### src/rtl/pong_pkg.sv
`default_nettype none
// ============================================================================
// Module   : pong_pkg
// Brief    : Shared types and helpers for the Pong score keeper.
// Revision : 1.0 - initial release
// ============================================================================
package pong_pkg;

    // Referee FSM states
    typedef enum logic [1:0] {
        ARMED    = 2'd0,
        CHECK    = 2'd1,
        WAIT_REL = 2'd2,
        OVER     = 2'd3
    } score_state_t;

    // Width of a player index; never less than one bit
    function automatic int idx_w(input int n);
        int w;
        w = 1;
        while ((1 << w) < n) begin
            w = w + 1;
        end
        return w;
    endfunction

endpackage : pong_pkg
`default_nettype wire

### src/rtl/score_keeper_if.sv
`default_nettype none
// ============================================================================
// Module   : score_keeper_if
// Brief    : Rally-result inputs and score/referee outputs of score_keeper.
// Revision : 1.0 - initial release
// ============================================================================
interface score_keeper_if #(
    parameter int NUM_PLAYERS = 2,
    parameter int SCORE_W     = 4
);
    import pong_pkg::*;

    localparam int IDX_W = idx_w(NUM_PLAYERS);

    logic [NUM_PLAYERS-1:0]         point_win;
    logic                           new_game;
    logic [NUM_PLAYERS*SCORE_W-1:0] score;
    logic                           point_ack;
    logic                           tie_flag;
    logic [IDX_W-1:0]               serve;
    logic [IDX_W-1:0]               winner;
    logic                           done;

    // Game logic side: supplies rally results, consumes scores
    modport master (
        output point_win, new_game,
        input  score, point_ack, tie_flag, serve, winner, done
    );

    // Score keeper side
    modport slave (
        input  point_win, new_game,
        output score, point_ack, tie_flag, serve, winner, done
    );

endinterface : score_keeper_if
`default_nettype wire

### src/rtl/max_other.sv
`default_nettype none
// ============================================================================
// Module   : max_other
// Brief    : Combinational maximum of all scores except the one at idx.
// Revision : 1.0 - initial release
// ============================================================================
module max_other #(
    parameter int NUM_PLAYERS = 2,
    parameter int SCORE_W     = 4,
    parameter int IDX_W       = 1
) (
    input  logic [NUM_PLAYERS*SCORE_W-1:0] scores,
    input  logic [IDX_W-1:0]               idx,
    output logic [SCORE_W-1:0]             max_val
);

    // Linear reduction over every player other than idx
    always_comb begin
        max_val = '0;
        for (int i = 0; i < NUM_PLAYERS; i++) begin
            if ((IDX_W'(i) != idx) && (scores[i*SCORE_W +: SCORE_W] > max_val)) begin
                max_val = scores[i*SCORE_W +: SCORE_W];
            end
        end
    end

endmodule : max_other
`default_nettype wire

### src/rtl/score_keeper.sv
`default_nettype none
// ============================================================================
// Module   : score_keeper
// Brief    : Point counter and match referee for Pong: one point per rally
//            assertion, first-to-WIN_SCORE / win-by-WIN_BY, rotating server.
// Revision : 1.0 - initial release
// ============================================================================
module score_keeper
    import pong_pkg::*;
#(
    parameter int NUM_PLAYERS = 2,
    parameter int SCORE_W     = 4,
    parameter int WIN_SCORE   = 4,
    parameter int WIN_BY      = 1,
    parameter int SERVE_EVERY = 1
) (
    input  logic           clk,
    input  logic           rst_n,
    score_keeper_if.slave  bus
);

    localparam int IDX_W = idx_w(NUM_PLAYERS);

    score_state_t                   state;
    logic [NUM_PLAYERS*SCORE_W-1:0] scores;
    logic [IDX_W-1:0]               cred;
    logic [IDX_W-1:0]               serve_idx;
    logic [3:0]                     serve_cnt;
    logic [IDX_W-1:0]               winner_idx;
    logic                           match_done;
    logic                           ack;
    logic                           tie;

    logic                           one_hit;
    logic                           multi_hit;
    logic [IDX_W-1:0]               hit_idx;
    logic [SCORE_W-1:0]             hit_score;
    logic [SCORE_W-1:0]             cred_score;
    logic [SCORE_W-1:0]             other_max;
    logic signed [SCORE_W:0]        lead;
    logic                           win_now;

    max_other #(
        .NUM_PLAYERS (NUM_PLAYERS),
        .SCORE_W     (SCORE_W),
        .IDX_W       (IDX_W)
    ) u_max_other (
        .scores  (scores),
        .idx     (cred),
        .max_val (other_max)
    );

    // Decode the rally result: which single player won, or a simultaneous claim
    always_comb begin
        multi_hit = (bus.point_win & (bus.point_win - NUM_PLAYERS'(1))) != '0;
        one_hit   = (bus.point_win != '0) && !multi_hit;
        hit_idx   = '0;
        for (int i = NUM_PLAYERS - 1; i >= 0; i--) begin
            if (bus.point_win[i]) begin
                hit_idx = IDX_W'(i);
            end
        end
        hit_score = scores[hit_idx*SCORE_W +: SCORE_W];
    end

    // Win test on the registered score of the player credited last cycle;
    // a saturated counter ends the match regardless of lead
    always_comb begin
        cred_score = scores[cred*SCORE_W +: SCORE_W];
        lead       = $signed({1'b0, cred_score}) - $signed({1'b0, other_max});
        win_now    = ((cred_score >= SCORE_W'(WIN_SCORE)) &&
                      (lead >= $signed((SCORE_W+1)'(WIN_BY)))) ||
                     (cred_score == {SCORE_W{1'b1}});
    end

    // Referee FSM with registered outputs; new_game overrides everything
    always_ff @(posedge clk or negedge rst_n) begin
        if (!rst_n) begin
            state      <= WAIT_REL;
            scores     <= '0;
            cred       <= '0;
            serve_idx  <= '0;
            serve_cnt  <= '0;
            winner_idx <= '0;
            match_done <= 1'b0;
            ack        <= 1'b0;
            tie        <= 1'b0;
        end else if (bus.new_game) begin
            state      <= WAIT_REL;
            scores     <= '0;
            cred       <= '0;
            serve_idx  <= '0;
            serve_cnt  <= '0;
            winner_idx <= '0;
            match_done <= 1'b0;
            ack        <= 1'b0;
            tie        <= 1'b0;
        end else begin
            ack <= 1'b0;
            tie <= 1'b0;
            case (state)
                ARMED: begin
                    if (one_hit) begin
                        if (hit_score != {SCORE_W{1'b1}}) begin
                            scores[hit_idx*SCORE_W +: SCORE_W] <= hit_score + SCORE_W'(1);
                        end
                        cred  <= hit_idx;
                        ack   <= 1'b1;
                        state <= CHECK;
                    end else if (multi_hit) begin
                        tie   <= 1'b1;
                        state <= WAIT_REL;
                    end
                end
                CHECK: begin
                    if (win_now) begin
                        winner_idx <= cred;
                        match_done <= 1'b1;
                        state      <= OVER;
                    end else begin
                        // Serve rotation is deferred to here so the
                        // match-ending point never moves the server
                        if (serve_cnt + 4'd1 >= 4'(SERVE_EVERY)) begin
                            serve_cnt <= '0;
                            if (serve_idx == IDX_W'(NUM_PLAYERS - 1)) begin
                                serve_idx <= '0;
                            end else begin
                                serve_idx <= serve_idx + IDX_W'(1);
                            end
                        end else begin
                            serve_cnt <= serve_cnt + 4'd1;
                        end
                        state <= WAIT_REL;
                    end
                end
                WAIT_REL: begin
                    if (bus.point_win == '0) begin
                        state <= ARMED;
                    end
                end
                OVER: begin
                    state <= OVER;
                end
                default: begin
                    state <= WAIT_REL;
                end
            endcase
        end
    end

    assign bus.score     = scores;
    assign bus.point_ack = ack;
    assign bus.tie_flag  = tie;
    assign bus.serve     = serve_idx;
    assign bus.winner    = winner_idx;
    assign bus.done      = match_done;

endmodule : score_keeper
`default_nettype wire
### src/flat_wrapper.sv
// flat-port wrapper written by rule: the top's interface ports become plain ports
module score_keeper_flat import pong_pkg::*;
#(
    parameter int NUM_PLAYERS = 2,
    parameter int SCORE_W     = 4,
    parameter int WIN_SCORE   = 4,
    parameter int WIN_BY      = 1,
    parameter int SERVE_EVERY = 1
)
  (clk, rst_n, bus_point_win, bus_new_game, bus_score, bus_point_ack, bus_tie_flag, bus_serve, bus_winner, bus_done);
  score_keeper_if #(.NUM_PLAYERS(NUM_PLAYERS), .SCORE_W(SCORE_W)) bus_i ();
  input  logic clk;
  input  logic rst_n;
  input wire logic [$bits(bus_i.point_win)-1:0] bus_point_win;
  input wire logic [$bits(bus_i.new_game)-1:0] bus_new_game;
  output wire logic [$bits(bus_i.score)-1:0] bus_score;
  output wire logic [$bits(bus_i.point_ack)-1:0] bus_point_ack;
  output wire logic [$bits(bus_i.tie_flag)-1:0] bus_tie_flag;
  output wire logic [$bits(bus_i.serve)-1:0] bus_serve;
  output wire logic [$bits(bus_i.winner)-1:0] bus_winner;
  output wire logic [$bits(bus_i.done)-1:0] bus_done;
  assign bus_i.point_win = bus_point_win;
  assign bus_i.new_game = bus_new_game;
  assign bus_score = bus_i.score;
  assign bus_point_ack = bus_i.point_ack;
  assign bus_tie_flag = bus_i.tie_flag;
  assign bus_serve = bus_i.serve;
  assign bus_winner = bus_i.winner;
  assign bus_done = bus_i.done;
  score_keeper #(.NUM_PLAYERS(NUM_PLAYERS), .SCORE_W(SCORE_W), .WIN_SCORE(WIN_SCORE), .WIN_BY(WIN_BY), .SERVE_EVERY(SERVE_EVERY)) u_core (.clk(clk), .rst_n(rst_n), .bus(bus_i));
endmodule
### config.mk
export PLATFORM = sky130hd
export DESIGN_NAME = score_keeper_flat
export DESIGN_NICKNAME = d
export VERILOG_FILES = /design/src/rtl/pong_pkg.sv /design/src/rtl/score_keeper_if.sv /design/src/rtl/max_other.sv /design/src/rtl/score_keeper.sv /design/src/flat_wrapper.sv
export SDC_FILE = /design/constraint.sdc
export NUM_CORES = 1
export LEC_CHECK = 0
export BUFFER_PORTS_ARGS = -buffer_cell sky130_fd_sc_hd__buf_4
export CORE_ASPECT_RATIO = 0.8
export CORE_MARGIN = 1
export CORE_UTILIZATION = 40
export CTS_BUF_LIST = sky130_fd_sc_hd__clkbuf_4
export DETAILED_ROUTE_END_ITERATION = 8
export PLACE_DENSITY_LB_ADDON = 0.08
export SYNTH_ARGS = -nofsm -noshare
export SYNTH_HDL_FRONTEND = slang
export SYNTH_SLANG_ARGS = --single-unit
### constraint.sdc
create_clock -name clk -period 3.8 [get_ports clk]
set_input_delay 0 -clock clk [delete_from_list [all_inputs] [get_ports clk]]
set_output_delay 0 -clock clk [all_outputs]
set_load 0.01 [all_outputs]
==> metrics.txt, run 1 <==
# TYPE chip_impl_metric gauge
chip_impl_info{name="run_status",value="finished clean"} 1
chip_impl_info{name="maxUsedRoutingLayer",value="met4"} 1
chip_impl_metric{name="place.detailed.hpwl",unit="um"} 2560
chip_impl_metric{name="layoutNonFillerInstCount",unit=""} 223
chip_impl_metric{name="final.fill_count",unit=""} 328
chip_impl_metric{name="worst_slew_pin_slew",unit="ns"} 0.639
chip_impl_metric{name="route.detailed.vias_per_inst",unit=""} 5.41
chip_impl_metric{name="worst_skew_pair.late_latency",unit="ns"} 0.31
chip_impl_info{name="yosys_most_used_dff",value="sky130_fd_sc_hd__dfrtp_1"} 1
chip_impl_metric{name="drive_gt1_share",unit="%"} 24.9
chip_impl_info{name="largest_family_of_logic_cells_by_synthesized_area",value="simple AND/OR/NAND/NOR gates"} 1
chip_impl_metric{name="min_period",unit="ns"} 3.59
chip_impl_metric{name="synthAdderAreaFrac",unit="%"} 13.5
chip_impl_info{name="mostFrequentLayoutCell",value="sky130_fd_sc_hd__buf_4"} 1
chip_impl_metric{name="max_cap_violations",unit=""} 0
chip_impl_metric{name="io_pins",unit=""} 18
chip_impl_info{name="timing.critical_path.slowest_stage_cell",value="sky130_fd_sc_hd__dfrtp_2"} 1
chip_impl_metric{name="max_clock_freq",unit="MHz"} 279
chip_impl_metric{name="cts-htree-levels",unit=""} 1
chip_impl_metric{name="synthXorXnorAreaFrac",unit="%"} 3.64
chip_impl_metric{name="post_synth.cell_area_avg",unit="sq um"} 9.45
chip_impl_metric{name="synth.lib_cells_used.distinct",unit=""} 42
chip_impl_metric{name="detail-route-antenna-nets",unit=""} 0
chip_impl_metric{name="met3_layer_wire_length_in_the_routed_design",unit="um"} 130
chip_impl_metric{name="core.rowCount",unit=""} 19
chip_impl_metric{name="drt_first_iter_violations",unit=""} 63
chip_impl_metric{name="overflow",unit=""} 0
chip_impl_metric{name="placedInstanceArea",unit="sq um"} 1660
chip_impl_metric{name="yosys-mux-area-fraction",unit="%"} 8.92
chip_impl_metric{name="track_usage",unit="%"} 19.4
chip_impl_metric{name="finalHoldViolations",unit=""} 0
chip_impl_metric{name="gpl.final_weighted_congestion",unit=""} 0.823
chip_impl_metric{name="wl",unit="um"} 3420
chip_impl_info{name="mostFrequentLayoutCells",value="sky130_fd_sc_hd__buf_4, sky130_fd_sc_hd__dfrtp_1, sky130_fd_sc_hd__ha_1"} 1
chip_impl_metric{name="first_pass_iters",unit=""} 4
chip_impl_metric{name="port_buffers",unit=""} 17
chip_impl_metric{name="grt_pass1_vias",unit=""} 1179
chip_impl_metric{name="timing.critical_path.arrival",unit="ns"} 3.79
chip_impl_metric{name="avgRoutedWirePerCell",unit="um"} 15.3
chip_impl_metric{name="dp_cells",unit=""} 216
chip_impl_metric{name="net_count_of_the_mapped_netlist",unit=""} 173
chip_impl_info{name="holdCritPathClass",value="in -> async"} 1
chip_impl_info{name="tritoncts",value="built"} 1
chip_impl_metric{name="fp.dieH",unit="um"} 55.8
chip_impl_info{name="end_kind",value="flip-flop"} 1
chip_impl_metric{name="grt_antenna_before_repair",unit=""} 0
chip_impl_info{name="crit_family",value="compound AO/OA/AOI/OAI gates"} 1
chip_impl_info{name="timing.critical_path.cells",value="nand2_1, ha_1, nor2b_1, o21a_1, o21ai_1, a21oi_2, a21o_1, ha_1, inv_1, fa_1, xor2_1, nor4b_1, mux2i_1, a211o_1, a221o_1"} 1
chip_impl_info{name="grt_setup_unrepaired",value="no"} 1
chip_impl_metric{name="starting_utilization_of_the_core_area",unit="%"} 41.9
chip_impl_metric{name="clock_tree.buffer_depth",unit=""} 2
chip_impl_metric{name="post_synth_and_or_nand_nor_area_fraction",unit="%"} 21.1
chip_impl_metric{name="synth-seq-area-share",unit="%"} 34.7
chip_impl_metric{name="setup_viol",unit=""} 0
chip_impl_metric{name="peakVddDrop",unit="uV"} 231
chip_impl_metric{name="critical_path.max_fanout",unit=""} 8
chip_impl_metric{name="synth_compound_gate_area_share",unit="%"} 13.9
chip_impl_metric{name="m1WireLength",unit="um"} 1770
chip_impl_info{name="netlist.top_cell.by_area",value="sky130_fd_sc_hd__dfrtp_1"} 1
chip_impl_metric{name="power_per_cell_area",unit="nW/um^2"} 254
chip_impl_metric{name="finish.instance_area",unit="sq um"} 1750
chip_impl_metric{name="final.setup.tns",unit="ns"} 0
chip_impl_metric{name="place_ws",unit="ns"} 0.127
chip_impl_metric{name="count_of_buffering_cells_on_the_critical_path_with_inverters_included",unit=""} 1
chip_impl_metric{name="areaGrowthSynthToFinish",unit="%"} 21.1
chip_impl_metric{name="grt_pass1_wl",unit="um"} 5850
chip_impl_metric{name="nets",unit=""} 202
chip_impl_metric{name="clkTransAtPathRegs",unit="ns"} 0.13
chip_impl_metric{name="met2_wirelength",unit="um"} 1500
chip_impl_metric{name="detail_route.drc_violations",unit=""} 0
chip_impl_info{name="netlist_top_cells_area",value="sky130_fd_sc_hd__dfrtp_1, sky130_fd_sc_hd__ha_1, sky130_fd_sc_hd__mux2_2, sky130_fd_sc_hd__a21oi_1, sky130_fd_sc_hd__mux2i_1"} 1
chip_impl_metric{name="die_area",unit="sq um"} 3860
chip_impl_metric{name="syn_inst",unit=""} 153
chip_impl_metric{name="cts.sinks",unit=""} 20
chip_impl_info{name="cts.root.buffer_cell",value="sky130_fd_sc_hd__clkbuf_4"} 1
chip_impl_metric{name="number_of_flip_flops_and_latches_in_the_synthesized_netlist",unit=""} 20
chip_impl_metric{name="timing.final.max_slew_violations",unit=""} 0
chip_impl_metric{name="synth_top_area_share",unit="%"} 32.9
chip_impl_metric{name="synth-edff-count",unit=""} 0
chip_impl_metric{name="final.period_utilization",unit="%"} 94.5
chip_impl_metric{name="cellLeakagePower",unit="nW"} 0.854
chip_impl_metric{name="dieWidth",unit="um"} 69.2
chip_impl_metric{name="mappedNetlistArea",unit="sq um"} 1450
chip_impl_metric{name="final_critical_path_setup_slack",unit="ns"} 0.210
chip_impl_metric{name="cp.required",unit="ns"} 4.00
chip_impl_metric{name="tritoncts.num_buffers",unit=""} 3
chip_impl_metric{name="fp.coreArea",unit="sq um"} 3450
chip_impl_info{name="worst_setup_path_start_kind",value="flip-flop"} 1
chip_impl_metric{name="asyncSetResetFlopFracSynth",unit="%"} 100
chip_impl_metric{name="grt_max_degree",unit=""} 21
chip_impl_metric{name="relSlewSlack",unit="%"} 57.1
chip_impl_metric{name="antenna_cells",unit=""} 0
chip_impl_info{name="crit_top_cell",value="sky130_fd_sc_hd__ha_1"} 1
chip_impl_info{name="path_class",value="reg -> reg"} 1
chip_impl_metric{name="worst-r2r-setup-slack",unit="ns"} 0.21
chip_impl_metric{name="num_vias",unit=""} 1207
chip_impl_metric{name="p_total",unit="W"} 0.000445
chip_impl_metric{name="longest_individual_stage_delay_on_the_worst_path",unit="ns"} 0.46
chip_impl_metric{name="skew",unit="ns"} 0.0133
chip_impl_metric{name="synth_warnings",unit=""} 0
[worst reg2reg max path: cells and delay by family, from the launching register on]
family	cells	cell delay (ns)
AOI/OAI and AO/OA	6	1.19
muxes	1	0.22
and+or+nand+nor	3	0.52
xor gates and xnor gates	1	0.20
buffers and inverters	1	0.05
adders and majority gates	3	0.84
DFF	1	0.46
[path summary, 6_finish.rpt]
path,depth (start not counted),end,from
max in group asynchronous,2,u_core.state[1]$_DFFE_PN1P_,rst_n
max reg2reg,15,u_core.bus.serve$_DFFE_PN0P_,u_core.cred$_DFFE_PN0P_
min in group clk,3,u_core.bus.tie_flag$_DFF_PN0_,bus_point_win[1]
max,15,u_core.bus.serve$_DFFE_PN0P_,u_core.cred$_DFFE_PN0P_
min reg2reg,2,u_core.bus.done$_DFFE_PN0P_,u_core.bus.done$_DFFE_PN0P_
min,2,u_core.cred$_DFFE_PN0P_,rst_n
[cell type report]
| cell class | instances | area, sq um | share of cell area, % |
|---|---|---|---|
| multi-input combinational | 119 | 893 | 51.0 |
| sequential | 20 | 503 | 28.7 |
| timing repair buffer | 27 | 208 | 11.9 |
| tap | 42 | 52.6 | 3.00 |
| inverter | 11 | 41.3 | 2.36 |
| clock inverter | 1 | 30.0 | 1.72 |
| clock buffer | 3 | 22.5 | 1.29 |
[metal layers]
layer	GRT usage, %	vias to the layer above
met5	0	-
met1	28.8	582
met3	4.71	2
li1	-	603
met2	29.0	20
met4	3.21	0
[sequential cells by signal, indices dropped and copies added (netlist names)]
name,cells
u_core.bus.done,1
u_core.bus.point_ack,1
u_core.bus.score,8
u_core.bus.serve,1
u_core.bus.tie_flag,1
u_core.bus.winner,1
u_core.cred,1
u_core.serve_cnt,4
u_core.state,2
[cell usage after synthesis, drive strengths merged (2+ instances only)]
cell / count
a21boi: 3
a21o: 2
a21oi: 12
a31oi: 3
and2: 3
and3: 4
and4b: 3
clkbuf: 2
dfrtp: 19
ha: 14
inv: 11
mux2: 7
mux2i: 5
nand2: 11
nand3: 4
nor2: 13
nor2b: 3
nor3: 5
nor4b: 2
o21ai: 4
xnor2: 3
xor2: 3
[report_power, final]
part           leakage, nW  switching, W  internal [W]  total [W]
logic                0.552     0.0000251     0.0000200  0.0000450
registers            0.274    0.00000404      0.000217   0.000221
clock network       0.0279     0.0000726      0.000107   0.000179
total                0.854      0.000102      0.000343   0.000445
[cells by family after synthesis]
logic type / count (synthesis)
and+or+nand+nor: 55
AOI/OAI and AO/OA: 31
buffers and inverters: 14
adders and majority gates: 15
DFF: 20
xor gates and xnor gates: 6
muxes: 12
[metrics by stage]
| step | hold slack [ns] | util (%) |
|---|---|---|
| after floorplan | -0.296 | - |
| after global placement | -0.0972 | 48.1 |
| after detailed placement | -0.0941 | 48.1 |
| after CTS | 0.0885 | 50.2 |
| after global routing | 0.0894 | 50.8 |
| final | 0.0888 | 50.8 |
[timing repair]
| item | in CTS | in global routing |
|---|---|---|
| endpoints found under the hold margin | 30 | 0 |
| buffers inserted | 0 | 1 |
| endpoints found under the setup margin | 0 | 4 |
| gates resized for setup | 0 | 5 |
| hold buffers | 2 | 0 |
No activity file was read; power rests on OpenSTA's default activity.
==> run 2: changes to the inputs <==
--- a/config.mk
+++ b/config.mk
@@ -11,7 +11,7 @@
 export CORE_UTILIZATION = 40
 export CTS_BUF_LIST = sky130_fd_sc_hd__clkbuf_4
 export DETAILED_ROUTE_END_ITERATION = 8
-export PLACE_DENSITY_LB_ADDON = 0.08
+export SKIP_CTS_REPAIR_TIMING = 1
 export SYNTH_ARGS = -nofsm -noshare
 export SYNTH_HDL_FRONTEND = slang
 export SYNTH_SLANG_ARGS = --single-unit
==> constraint.sdc (replaced) <==
create_clock -name clk -period 3.7 [get_ports clk]
set_input_delay 0 -clock clk [delete_from_list [all_inputs] [get_ports clk]]
set_output_delay 0 -clock clk [all_outputs]
set_load 0.01 [all_outputs]
==> run 2 against run 1 <==
- sequential share of layout area decreased by 1.0 points
- cell count increased by 0.45%
- utilization increased by 2.0 points
- critical path type unchanged
- clock-buffer cell count increased by 1
- critical path depth decreased by 2
- hold slack got worse by 0.082 ns
- sequential cell count unchanged
- maximum frequency increased by 1.8%
==> metrics.txt, run 2 (same netlist as run 1, synthesis figures left out) <==
# TYPE chip_impl_metric gauge
chip_impl_info{name="run_status",value="finished clean"} 1
chip_impl_metric{name="grt_max_degree",unit=""} 21
chip_impl_metric{name="final.period_utilization",unit="%"} 95.3
chip_impl_metric{name="timing.critical_path.arrival",unit="ns"} 3.72
chip_impl_info{name="crit_start",value="u_core.cred$_DFFE_PN0P_"} 1
chip_impl_metric{name="fin_hold_ws",unit="ns"} 0.00673
chip_impl_metric{name="port_buffers",unit=""} 17
chip_impl_info{name="worstHoldStart",value="bus_new_game"} 1
chip_impl_metric{name="dieWidth",unit="um"} 69.2
chip_impl_metric{name="cts.sinks",unit=""} 20
chip_impl_metric{name="io_pins",unit=""} 18
chip_impl_metric{name="timing.final.max_slew_violations",unit=""} 0
chip_impl_metric{name="drt_first_iter_violations",unit=""} 46
chip_impl_metric{name="final.setup.tns",unit="ns"} 0
chip_impl_info{name="mostFrequentLayoutCells",value="sky130_fd_sc_hd__buf_4, sky130_fd_sc_hd__dfrtp_1, sky130_fd_sc_hd__nor2_1"} 1
chip_impl_metric{name="tritoncts.num_buffers",unit=""} 3
chip_impl_metric{name="core.rowCount",unit=""} 19
chip_impl_metric{name="avgRoutedWirePerCell",unit="um"} 15.0
chip_impl_metric{name="longest_individual_stage_delay_on_the_worst_path",unit="ns"} 0.46
chip_impl_info{name="timing.critical_path.slowest_stage_cell",value="sky130_fd_sc_hd__dfrtp_2"} 1
chip_impl_info{name="hold_end",value="u_core.bus.point_ack$_DFF_PN0_"} 1
chip_impl_metric{name="track_usage",unit="%"} 17.8
chip_impl_metric{name="nets",unit=""} 203
chip_impl_metric{name="min_period",unit="ns"} 3.53
chip_impl_metric{name="antenna_cells",unit=""} 0
chip_impl_metric{name="power_per_cell_area",unit="nW/um^2"} 217
chip_impl_metric{name="peakVddDrop",unit="uV"} 108
chip_impl_metric{name="grt_pass1_vias",unit=""} 1190
chip_impl_metric{name="clkTransAtPathRegs",unit="ns"} 0.12
chip_impl_info{name="mostFrequentLayoutCell",value="sky130_fd_sc_hd__buf_4"} 1
chip_impl_info{name="end_kind",value="flip-flop"} 1
chip_impl_metric{name="detail-route-antenna-nets",unit=""} 0
chip_impl_info{name="holdCritPathClass",value="in -> reg"} 1
chip_impl_metric{name="wl",unit="um"} 3360
chip_impl_metric{name="worst_r2r_path_depth",unit=""} 13
chip_impl_info{name="reg2reg_to",value="u_core.bus.serve$_DFFE_PN0P_"} 1
chip_impl_info{name="cts.root.buffer_cell",value="sky130_fd_sc_hd__clkbuf_4"} 1
chip_impl_metric{name="num_vias",unit=""} 1221
chip_impl_metric{name="relSlewSlack",unit="%"} 59.4
chip_impl_info{name="worst_setup_path_start_kind",value="flip-flop"} 1
chip_impl_metric{name="place.detailed.hpwl",unit="um"} 2530
chip_impl_metric{name="finalHoldViolations",unit=""} 0
chip_impl_metric{name="layoutNonFillerInstCount",unit=""} 224
chip_impl_metric{name="grt_pass1_wl",unit="um"} 5490
chip_impl_info{name="tritoncts",value="built"} 1
chip_impl_metric{name="clock_tree.buffer_depth",unit=""} 2
chip_impl_metric{name="cellLeakagePower",unit="nW"} 0.870
chip_impl_metric{name="route.detailed.vias_per_inst",unit=""} 5.45
chip_impl_metric{name="worst-r2r-setup-slack",unit="ns"} 0.17
chip_impl_metric{name="max_cap_violations",unit=""} 0
chip_impl_metric{name="first_pass_iters",unit=""} 4
chip_impl_metric{name="areaGrowthSynthToFinish",unit="%"} 25.8
chip_impl_metric{name="starting_utilization_of_the_core_area",unit="%"} 41.9
chip_impl_metric{name="critical_path.max_fanout",unit=""} 6
chip_impl_metric{name="setup_viol",unit=""} 0
chip_impl_metric{name="grt_antenna_before_repair",unit=""} 0
chip_impl_metric{name="worst_skew_pair.late_latency",unit="ns"} 0.30
chip_impl_metric{name="dp_cells",unit=""} 217
chip_impl_metric{name="overflow",unit=""} 0
chip_impl_metric{name="cp.required",unit="ns"} 3.89
chip_impl_metric{name="finish.instance_area",unit="sq um"} 1820
chip_impl_info{name="worstReg2RegStart",value="u_core.cred$_DFFE_PN0P_"} 1
chip_impl_metric{name="drive_gt1_share",unit="%"} 31.3
chip_impl_metric{name="worst_slew_pin_slew",unit="ns"} 0.606
chip_impl_info{name="path_class",value="reg -> reg"} 1
chip_impl_metric{name="skew",unit="ns"} 0.00221
chip_impl_metric{name="cts-htree-levels",unit=""} 1
chip_impl_metric{name="largest_reg_flops",unit=""} 8
chip_impl_metric{name="max_clock_freq",unit="MHz"} 283
chip_impl_metric{name="whs_path_depth",unit=""} 2
chip_impl_info{name="grt_setup_unrepaired",value="no"} 1
chip_impl_metric{name="detail_route.drc_violations",unit=""} 0
chip_impl_metric{name="fp.dieH",unit="um"} 55.8
chip_impl_info{name="timing.critical_path.cells",value="and2_4, ha_1, a41o_1, a21oi_2, a21o_1, ha_2, inv_1, fa_2, xor2_4, nor4bb_4, mux2i_4, a211o_1, a221o_1"} 1
chip_impl_metric{name="fp.coreArea",unit="sq um"} 3450
chip_impl_metric{name="die_area",unit="sq um"} 3860
chip_impl_metric{name="gpl.final_weighted_congestion",unit=""} 0.801
chip_impl_metric{name="placedInstanceArea",unit="sq um"} 1670
-- run 2: changes by cell type in the layout (fill, tap and decap cells not counted), sizes merged --
cell,delta
bufinv,-1
dlygate4sd3,-1
clkbuf,+1
buf,+2
-- run 2: metal layers --
layer | vias up | global-route usage, % | part of all wire [%]
li1 | 608 | - | -
met1 | 593 | 25.7 | 51
met2 | 18 | 27.5 | 46
met3 | 2 | 3.62 | 2.8
met4 | 0 | 4.37 | 0.51
met5 | - | 0 | 0
-- run 2: worst max-delay path by stage --
| stage | to | slack (ns) | cells past startpoint |
|---|---|---|---|
| 2_1_floorplan | u_core.serve_cnt[0]$_DFFE_PN0P_ | 0.09 | 16 |
| 3_3_place_gp | u_core.serve_cnt[0]$_DFFE_PN0P_ | 0.24 | 15 |
| 3_5_place_dp | u_core.serve_cnt[0]$_DFFE_PN0P_ | 0.11 | 15 |
| 4_1_cts | u_core.serve_cnt[0]$_DFFE_PN0P_ | 0.05 | 15 |
| 5_1_grt | u_core.bus.serve$_DFFE_PN0P_ | 0.006 | 15 |
| 6_report | u_core.bus.serve$_DFFE_PN0P_ | 0.17 | 13 |
-- run 2: power by group --
part           switching (W)  total [W]  internal [W]
logic              0.0000269  0.0000495     0.0000226
registers         0.00000418   0.000227      0.000223
clock network      0.0000692   0.000118     0.0000493
total               0.000100   0.000395      0.000294
-- run 2: layout make-up --
type | instances | area, sq um
Timing Repair Buffer | 28 | 213
Fill cell | 319 | 1630
Inverter | 11 | 41.3
Clock buffer | 4 | 30.0
Tap cell | 42 | 52.6
Sequential cell | 20 | 504
Multi-Input combinational cell | 119 | 977
-- run 2: worst max-delay path, delay by kind of cell (launching register included) --
family                   cells  cell delay (ns)
AO/OA/AOI/OAI                5             1.20
XOR/XNOR                     1             0.19
adder cells (fa/ha/maj)      3             0.86
buffers and inverters        1             0.06
flip-flops                   1             0.46
multiplexers                 1             0.14
AND/OR/NAND/NOR              2             0.49
-- run 2: stage by stage --
step           utilization, %  power, W  setup WS, ns
2_1_floorplan               -  0.000256        0.0890
3_3_place_gp             48.3  0.000272         0.240
3_5_place_dp             48.3  0.000274         0.111
4_1_cts                  49.2  0.000390        0.0545
5_1_grt                  52.7  0.000416       0.00576
6_report                 52.7  0.000395         0.173
